$ cat src/rtl/ddr3_rom_traffic_gen.sv
// Walks the 32-word pattern ROM, writes every word through the MIG app port,
// then reads each location back and scores it against the same ROM word.
module ddr3_rom_traffic_gen #(
  parameter int ADDR_WIDTH  = 28,
  parameter int BASE_ADDR   = 0,
  parameter int ADDR_STRIDE = 8,
  parameter int TIMEOUT     = 1023
) (
  input  logic                  clk,
  input  logic                  reset,
  input  logic                  start,
  input  logic                  init_calib_complete,
  output logic [4:0]            rom_addr,
  input  logic [511:0]          rom_data,
  output logic [ADDR_WIDTH-1:0] app_addr,
  output logic [2:0]            app_cmd,
  output logic                  app_en,
  input  logic                  app_rdy,
  output logic [511:0]          app_wdf_data,
  output logic                  app_wdf_wren,
  output logic                  app_wdf_end,
  input  logic                  app_wdf_rdy,
  input  logic [511:0]          app_rd_data,
  input  logic                  app_rd_data_valid,
  output logic                  busy,
  output logic                  done,
  output logic                  pass,
  output logic [5:0]            err_count,
  output logic [4:0]            first_err_idx
);

  localparam logic [2:0] S_IDLE    = 3'd0;
  localparam logic [2:0] S_W_FETCH = 3'd1;
  localparam logic [2:0] S_W_XFER  = 3'd2;
  localparam logic [2:0] S_R_FETCH = 3'd3;
  localparam logic [2:0] S_R_CMD   = 3'd4;
  localparam logic [2:0] S_R_WAIT  = 3'd5;
  localparam logic [2:0] S_DONE    = 3'd6;

  localparam logic [2:0] CMD_WRITE = 3'b000;
  localparam logic [2:0] CMD_READ  = 3'b001;

  localparam int TW = (TIMEOUT < 2) ? 1 : $clog2(TIMEOUT + 1);
  localparam logic [TW-1:0] TMO_LAST = TW'(TIMEOUT - 1);

  logic [2:0]            state_reg;
  logic [2:0]            state_next;
  logic [4:0]            idx_reg;
  logic                  cmd_done_reg;
  logic                  data_done_reg;
  logic [TW-1:0]         tmo_reg;
  logic [ADDR_WIDTH-1:0] addr_calc;

  logic cmd_acc;
  logic data_acc;
  logic write_both;
  logic tmo_hit;
  logic rd_end;
  logic rd_bad;

  assign rom_addr     = idx_reg;
  assign app_wdf_data = (state_reg == S_W_XFER) ? rom_data : '0;
  assign addr_calc    = ADDR_WIDTH'(BASE_ADDR)
                      + ADDR_WIDTH'(idx_reg) * ADDR_WIDTH'(ADDR_STRIDE);

  // Command and data handshakes complete independently; a write ends once both have.
  always_comb begin
    cmd_acc    = app_en & app_rdy;
    data_acc   = app_wdf_wren & app_wdf_rdy;
    write_both = (cmd_done_reg | cmd_acc) & (data_done_reg | data_acc);
    tmo_hit    = (tmo_reg == TMO_LAST);
    rd_end     = app_rd_data_valid | tmo_hit;
    rd_bad     = app_rd_data_valid ? (app_rd_data != rom_data) : 1'b1;
    state_next = state_reg;
    case (state_reg)
      S_IDLE:    if (start && init_calib_complete) state_next = S_W_FETCH;
      S_W_FETCH: state_next = S_W_XFER;
      S_W_XFER:  if (write_both) state_next = (idx_reg == 5'd31) ? S_R_FETCH : S_W_FETCH;
      S_R_FETCH: state_next = S_R_CMD;
      S_R_CMD:   if (cmd_acc) state_next = S_R_WAIT;
      S_R_WAIT:  if (rd_end) state_next = (idx_reg == 5'd31) ? S_DONE : S_R_FETCH;
      S_DONE:    state_next = S_IDLE;
      default:   state_next = S_IDLE;
    endcase
  end

  always_ff @(posedge clk) begin
    if (!reset) begin
      state_reg     <= S_IDLE;
      idx_reg       <= '0;
      cmd_done_reg  <= 1'b0;
      data_done_reg <= 1'b0;
      tmo_reg       <= '0;
      app_addr      <= ADDR_WIDTH'(BASE_ADDR);
      app_cmd       <= CMD_WRITE;
      app_en        <= 1'b0;
      app_wdf_wren  <= 1'b0;
      app_wdf_end   <= 1'b0;
      busy          <= 1'b0;
      done          <= 1'b0;
      pass          <= 1'b0;
      err_count     <= '0;
      first_err_idx <= '0;
    end else begin
      state_reg <= state_next;
      busy      <= (state_next != S_IDLE) && (state_next != S_DONE);
      app_addr  <= addr_calc;
      case (state_reg)
        S_IDLE: begin
          if (start && init_calib_complete) begin
            idx_reg       <= '0;
            err_count     <= '0;
            first_err_idx <= '0;
            done          <= 1'b0;
            pass          <= 1'b0;
          end
        end
        S_W_FETCH: begin
          app_en        <= 1'b1;
          app_cmd       <= CMD_WRITE;
          app_wdf_wren  <= 1'b1;
          app_wdf_end   <= 1'b1;
          cmd_done_reg  <= 1'b0;
          data_done_reg <= 1'b0;
        end
        S_W_XFER: begin
          if (cmd_acc) begin
            app_en       <= 1'b0;
            cmd_done_reg <= 1'b1;
          end
          if (data_acc) begin
            app_wdf_wren  <= 1'b0;
            app_wdf_end   <= 1'b0;
            data_done_reg <= 1'b1;
          end
          // idx wraps 31 -> 0 naturally, which is the read phase start index
          if (write_both) idx_reg <= idx_reg + 5'd1;
        end
        S_R_FETCH: begin
          app_en  <= 1'b1;
          app_cmd <= CMD_READ;
        end
        S_R_CMD: begin
          if (cmd_acc) app_en <= 1'b0;
          tmo_reg <= '0;
        end
        S_R_WAIT: begin
          if (rd_end) begin
            if (rd_bad) begin
              err_count <= err_count + 6'd1;
              if (err_count == 6'd0) first_err_idx <= idx_reg;
            end
            idx_reg <= idx_reg + 5'd1;
          end else begin
            tmo_reg <= tmo_reg + TW'(1);
          end
        end
        S_DONE: begin
          done <= 1'b1;
          pass <= (err_count == 6'd0);
        end
        default: ;
      endcase
    end
  end

endmodule

$ cat config.mk
export PLATFORM = sky130hd
export DESIGN_NAME = ddr3_rom_traffic_gen
export DESIGN_NICKNAME = d
export VERILOG_FILES = /design/src/rtl/ddr3_rom_traffic_gen.sv
export SDC_FILE = /design/constraint.sdc
export NUM_CORES = 1
export LEC_CHECK = 0
export ABC_AREA = 1
export CAP_MARGIN = 20
export CORE_AREA = 4 4 623 625
export CTS_BUF_LIST = sky130_fd_sc_hd__clkbuf_4 sky130_fd_sc_hd__clkbuf_8
export DETAILED_ROUTE_END_ITERATION = 10
export DIE_AREA = 0 0 627 629
export SKIP_CTS_REPAIR_TIMING = 1
export SLEW_MARGIN = 20
export SYNTH_ARGS = -nofsm -noshare
export SYNTH_HDL_FRONTEND = slang
export SYNTH_SLANG_ARGS = --single-unit
$ cat constraint.sdc
create_clock -name clk -period 5.1 [get_ports clk]
set_clock_uncertainty 0.2 [all_clocks]
set_input_delay 0.765 -clock clk [delete_from_list [all_inputs] [get_ports clk]]
set_output_delay 0.765 -clock clk [all_outputs]
set_load 0.01 [all_outputs]
======== Word-level counts from Yosys, hierarchy flattened ========
Cells that the tools add are included.
operators by class
  add/subtract/negate cells ............... 3
  $mul .................................... 0
  divide/modulo/power cells ............... 0
  $lt $le $gt $ge ......................... 0
  equality and inequality tests ........... 19
  shift operators ......................... 0
  muxes and demuxes ....................... 35
  bitwise gates (word level) .............. 6
  reductions and logical operators ........ 22
operator list
  operator                                                         number
  512-bit two-way mux                                              1
  512-bit inequality test                                          1
  5-bit two-way mux                                                6
  10-bit one-hot mux with 2 select lines                           1
  6-bit two-way mux                                                3
  3-bit one-hot mux with 6 select lines                            1
  2-bit inequality test, second input constant                     8
  3-bit two-way mux                                                5
  5-bit one-hot mux with 3 select lines                            1
  1-bit one-hot mux with 2 select lines                            6
  6-bit one-hot mux with 2 select lines                            1
  2-bit nonzero test                                               6
  10-bit by 1-bit adder with 10-bit output, second input constant  1
  10-bit == test, second input constant                            1
  10-bit two-way mux                                               1
  5-bit one-hot mux with 2 select lines                            1
  2-bit AND reduction                                              5
  3-bit == test, second input constant                             3
  4-bit AND reduction                                              2
  6-bit by 1-bit adder with 6-bit output, second input constant    1
  3-bit by 2-bit == test with 1-bit output, second input constant  2
  6-bit zero test                                                  1
  1-bit two-way mux                                                6
  3-bit one-hot mux with 2 select lines                            1
  13 further kinds                                                 20
word-level totals
  register bits after elaboration ......... 67
  latch bits .............................. 0
  bits in writable memories ............... 0
  memory bits (read-only) ................. 0
  input bits .............................. 1031
  output and inout port bits .............. 565
  logic and storage cells ................. 100
  memories ................................ 0

======== Depth between registers and ports, before layout ========
Gate-level depths: netlist of run 1.
  depth in word-level cells ............... 7
  gate-level depth with buffers ........... 19
  depth with buffers taken out ............ 19

======== Worst setup path after synthesis of run 1 ========
No wires, ideal clock.
  path kind ............................... register to output
  start ................................... register state_reg[1]
  end ..................................... output port app_wdf_data[431]
  arrival ................................. 1.350 ns
  data required time ...................... 4.135 ns
  slack ................................... 2.785 ns
  cell stages (with the launch flop) ...... 7
  path buffers ............................ 2
  cells stage by stage .................... dfxtp_1 -> inv_2 -> nor3_2 -> inv_2 -> clkbuf_1 -> clkbuf_1 -> nor2_1
on the way
  word-level cells in the longest chain between the ends .. 2
RTL lines
  element                                   RTL line  source
  from (decl)                               46        logic [2:0] state_reg;
  from (signal assigned)                    105       state_reg <= state_next;
  3-bit by 2-bit == test with 1-bit output  62        assign app_wdf_data = (state_reg == S_W_XFER) ? rom_data : '0;
  512-bit two-way mux                       62
  to (decl)                                 19        output logic [511:0] app_wdf_data,
No other way between the ends.

======== Final worst setup path of run 1 ========
  start ................................... input port rom_data[217]
  end ..................................... register first_err_idx[0]
on the way
  word-level cells in the longest chain between the ends .. 4
RTL lines
  element                          RTL line  source
  from (decl)                      14        input logic [511:0] rom_data,
  512-bit inequality test          73        rd_bad = app_rd_data_valid ? (app_rd_data != rom_data) : 1'b1;
  1-bit two-way mux                73
  2-bit inequality test (no line)  -
  5-bit AND reduction (no line)    -
  to (signal assigned)             151       if (err_count == 6'd0) first_err_idx <= idx_reg;
  to (decl)                        29        output logic [4:0] first_err_idx
No other way between the ends.
A chain may end at the register's enable or synchronous reset.

==> flow_metrics.env, run 1 <==
export IMPL_placed_area_um2=36000
export IMPL_tns_ns=0
export IMPL_grt_first_pass_wirelength_um=461000
export IMPL_crit_path_max_fanout=7
export IMPL_drive_gt1_frac=0.0234
export IMPL_leakage_nw=15.6
export IMPL_largest_reg_flops=10
export IMPL_postSynthAreaPerCell_um2=4.52
export IMPL_reg2reg_from="state_reg[1]"
export IMPL_rsz0062_at_grt="no"
export IMPL_routed_via_count=27900
export IMPL_wl_per_cell_um=41.9
export IMPL_ys_ff_latch=42
export IMPL_maxCapViolCount=0
export IMPL_htree_levels=2
export IMPL_post_place_cells=9689
export IMPL_core_um2=382000
export IMPL_synth_fa_ha_area_frac=0.00534
export IMPL_rows=227
export IMPL_multi_input_area_um2=9600
export IMPL_io_buffers=1570
export IMPL_worst_slew_pin_transition_ns=1.02
export IMPL_cp_end_kind="flip-flop"
export IMPL_fp_dieW_um=627
export IMPL_clock_sinks=42
export IMPL_pre_cts_ws_ns=-0.412
export IMPL_dp_hpwl_um=399000
export IMPL_final_cell_mix="clkdlybuf4s50_1, nand2_1, inv_1"
export IMPL_required_ns=5.11
export IMPL_synth_top_family_by_area="simple AND/OR/NAND/NOR gates"
export IMPL_finalWeightedCongestion=1.09
export IMPL_layout_commonest_cell="clkdlybuf4s50_1"
export IMPL_via_per_inst=2.84
export IMPL_nets=5695
export IMPL_synth_xor_xnor_area_share=0.125
export IMPL_area_growth_pct=160
export IMPL_final_hold_violation_count=0
export IMPL_synth_edf_count=0
export IMPL_min_period_over_period=0.940
export IMPL_drv_slew=0
export IMPL_min_path_cells=1
export IMPL_synthArstFlopShare=0
export IMPL_dr_pass1_iters=6
export IMPL_hold_end="tmo_reg[9]"
export IMPL_final_area_um2=36500
export IMPL_holdWs_ns=0.266
export IMPL_drt_iter0_drc=2399
export IMPL_yosysTopAreaCell="nand2_1"
export IMPL_powerDensity_nw_per_um2=89.5
export IMPL_cp_start_kind="input pin"
export IMPL_setup_viol=0
export IMPL_final_setup_worst_slack_ns=0.306
export IMPL_power_mw=3.26
export IMPL_synthMuxAreaShare=0
export IMPL_routed_wl_um=413000
export IMPL_hold_path_class="reg -> reg"
export IMPL_status="finished, final reports clean"
export IMPL_cts_made_buffers=5
export IMPL_ant_nets=0
export IMPL_clock_root_buffer="clkbuf_8"
export IMPL_cp_arrival_ns=4.80
export IMPL_synth_top_cells_by_area="nand2_1, inv_1, nor2_1"
export IMPL_synth_compound_area_frac=0.0414
export IMPL_fill_cells=44900
export IMPL_ios=1596
export IMPL_fp_dieH_um=629
export IMPL_seqCellArea_um2=841
export IMPL_grt_max_degree=74
export IMPL_ys_types=38
export IMPL_ys_seq_area_frac=0.0598
export IMPL_fmax_ghz=0.209
export IMPL_grt_overflow_total=0
export IMPL_antenna_found_initial=647
export IMPL_critPathKind="in -> reg"
export IMPL_insertion_delay_ns=0.30
export IMPL_drcViolationCount=0
export IMPL_synth_simple_area_share=0.505
export IMPL_min_from="tmo_reg[9]"
export IMPL_grt_total_usage=0.200
export IMPL_yosysTopAreaCellShare=0.238
export IMPL_final_util=0.0955
export IMPL_reg2reg_slack_ns=2.21
export IMPL_peakVddDrop_v=0.000107
export IMPL_period_minus_slack_ns=4.79
export IMPL_ys_warnings_count=0
export IMPL_syn_inst=3107
export IMPL_cts_path_max_buffers=2
export IMPL_grt_pass1_vias=24500
export IMPL_cts_tree="built"
export IMPL_r2r_end="rom_addr[3]"
export IMPL_slew_headroom=0.322
export IMPL_fin_cells=9848
export IMPL_die_area_um2=394000
export IMPL_syn_area_um2=14000
export IMPL_synth_flop_cell="dfxtp_1"
export IMPL_clk_pin_slew_worst_paths_ns=0.09
export IMPL_ff2ff_path_depth=10
export IMPL_initial_core_util=0.0368
==> synth_stat cells (2+ instances only) <==
library cell and instances:
nand2_2 5, nor2_4 2, ha_1 6, o211ai_1 4
nor3_1 16, xnor2_1 180, inv_2 7, nand3b_1 5
nand2_1 891, o21ai_1 7, nand3_1 46, dfxtp_1 42
inv_1 865, nor3_2 2, a21oi_1 25, nand4_1 63
o22ai_1 16, or2_2 12, clkbuf_1 59, a211oi_1 2
nor2_1 739, nor2_2 4, xor2_1 20, o21ai_0 50
buf_4 26
==> routing by layer <==
layer  wire length [um]  track usage  vias up
met3              73600        0.163     1186
met2             191000        0.337     2377
met5               2150     0.000244        -
met1             131000        0.184    12000
li1                   -            -    12000
met4              15400       0.0515      324
==> report_power, final <==
group          internal (mW)  switching [mW]
registers              0.342          0.0163
clock network          0.109           0.130
logic                   1.24            1.42
==> cells by family after synthesis <==
| family | count (synthesis) |
|---|---|
| and+or+nand+nor | 1791 |
| buffers and inverters | 960 |
| xor gates and xnor gates | 200 |
| AOI/OAI and AO/OA | 107 |
| DFF | 42 |
| adders and majority gates | 6 |
| other | 1 |
==> worst max path at each step <==
stage	from	to	slack, ns
after floorplan	state_reg[1]	app_wdf_data[431]	2.79
after global placement	rom_data[53]	first_err_idx[0]	-0.49
after detailed placement	rom_data[53]	first_err_idx[0]	-0.41
after CTS	rom_data[53]	first_err_idx[0]	-0.09
after global routing	state_reg[1]	app_wdf_data[23]	0.002
final	rom_data[217]	first_err_idx[0]	0.31
==> critical path, cell delays in order <==
cell             delay, ns
clkdlybuf4s50_1       0.54
inv_1                 0.07
nand2_1               0.24
nand4_1               0.40
nor2_1                0.24
nand2_1               0.09
nor2_1                0.39
nand2_1               0.25
nor2_1                0.63
nand3_1               0.14
buf_4                 0.17
nor2_1                0.09
buf_4                 0.17
nand2_1               0.08
nand2_1               0.08
nand2_2               0.09
nand2_1               0.14
nand2_1               0.07
nand2_1               0.06
nor2_1                0.04
==> cell type report <==
class	count	share of cell area
inverter	874	0.0902
antenna	151	0.0104
clock buffer	6	0.00226
tap	5038	0.173
sequential	42	0.0231
timing repair buffer	1606	0.438
clock inverter	2	0.000343
multi-input combinational	2129	0.263
No activity file was read; power rests on OpenSTA's default activity.
==> run 2: changes to the inputs <==
--- a/config.mk
+++ b/config.mk
@@ -6,7 +6,7 @@
 export NUM_CORES = 1
 export LEC_CHECK = 0
 export ABC_AREA = 1
-export CAP_MARGIN = 20
+export CAP_MARGIN = 5
 export CORE_AREA = 4 4 623 625
 export CTS_BUF_LIST = sky130_fd_sc_hd__clkbuf_4 sky130_fd_sc_hd__clkbuf_8
 export DETAILED_ROUTE_END_ITERATION = 10
==> results of run 2 <==
No change in the layout: final DEF, timing and power equal those of run 1.
==> run 3: changes to the inputs <==
--- a/config.mk
+++ b/config.mk
@@ -11,6 +11,7 @@
 export CTS_BUF_LIST = sky130_fd_sc_hd__clkbuf_4 sky130_fd_sc_hd__clkbuf_8
 export DETAILED_ROUTE_END_ITERATION = 10
 export DIE_AREA = 0 0 627 629
+export HOLD_SLACK_MARGIN = 0.1
 export SKIP_CTS_REPAIR_TIMING = 1
 export SLEW_MARGIN = 20
 export SYNTH_ARGS = -nofsm -noshare
==> results of run 3 <==
No change in the layout: final DEF, timing and power equal those of run 1.
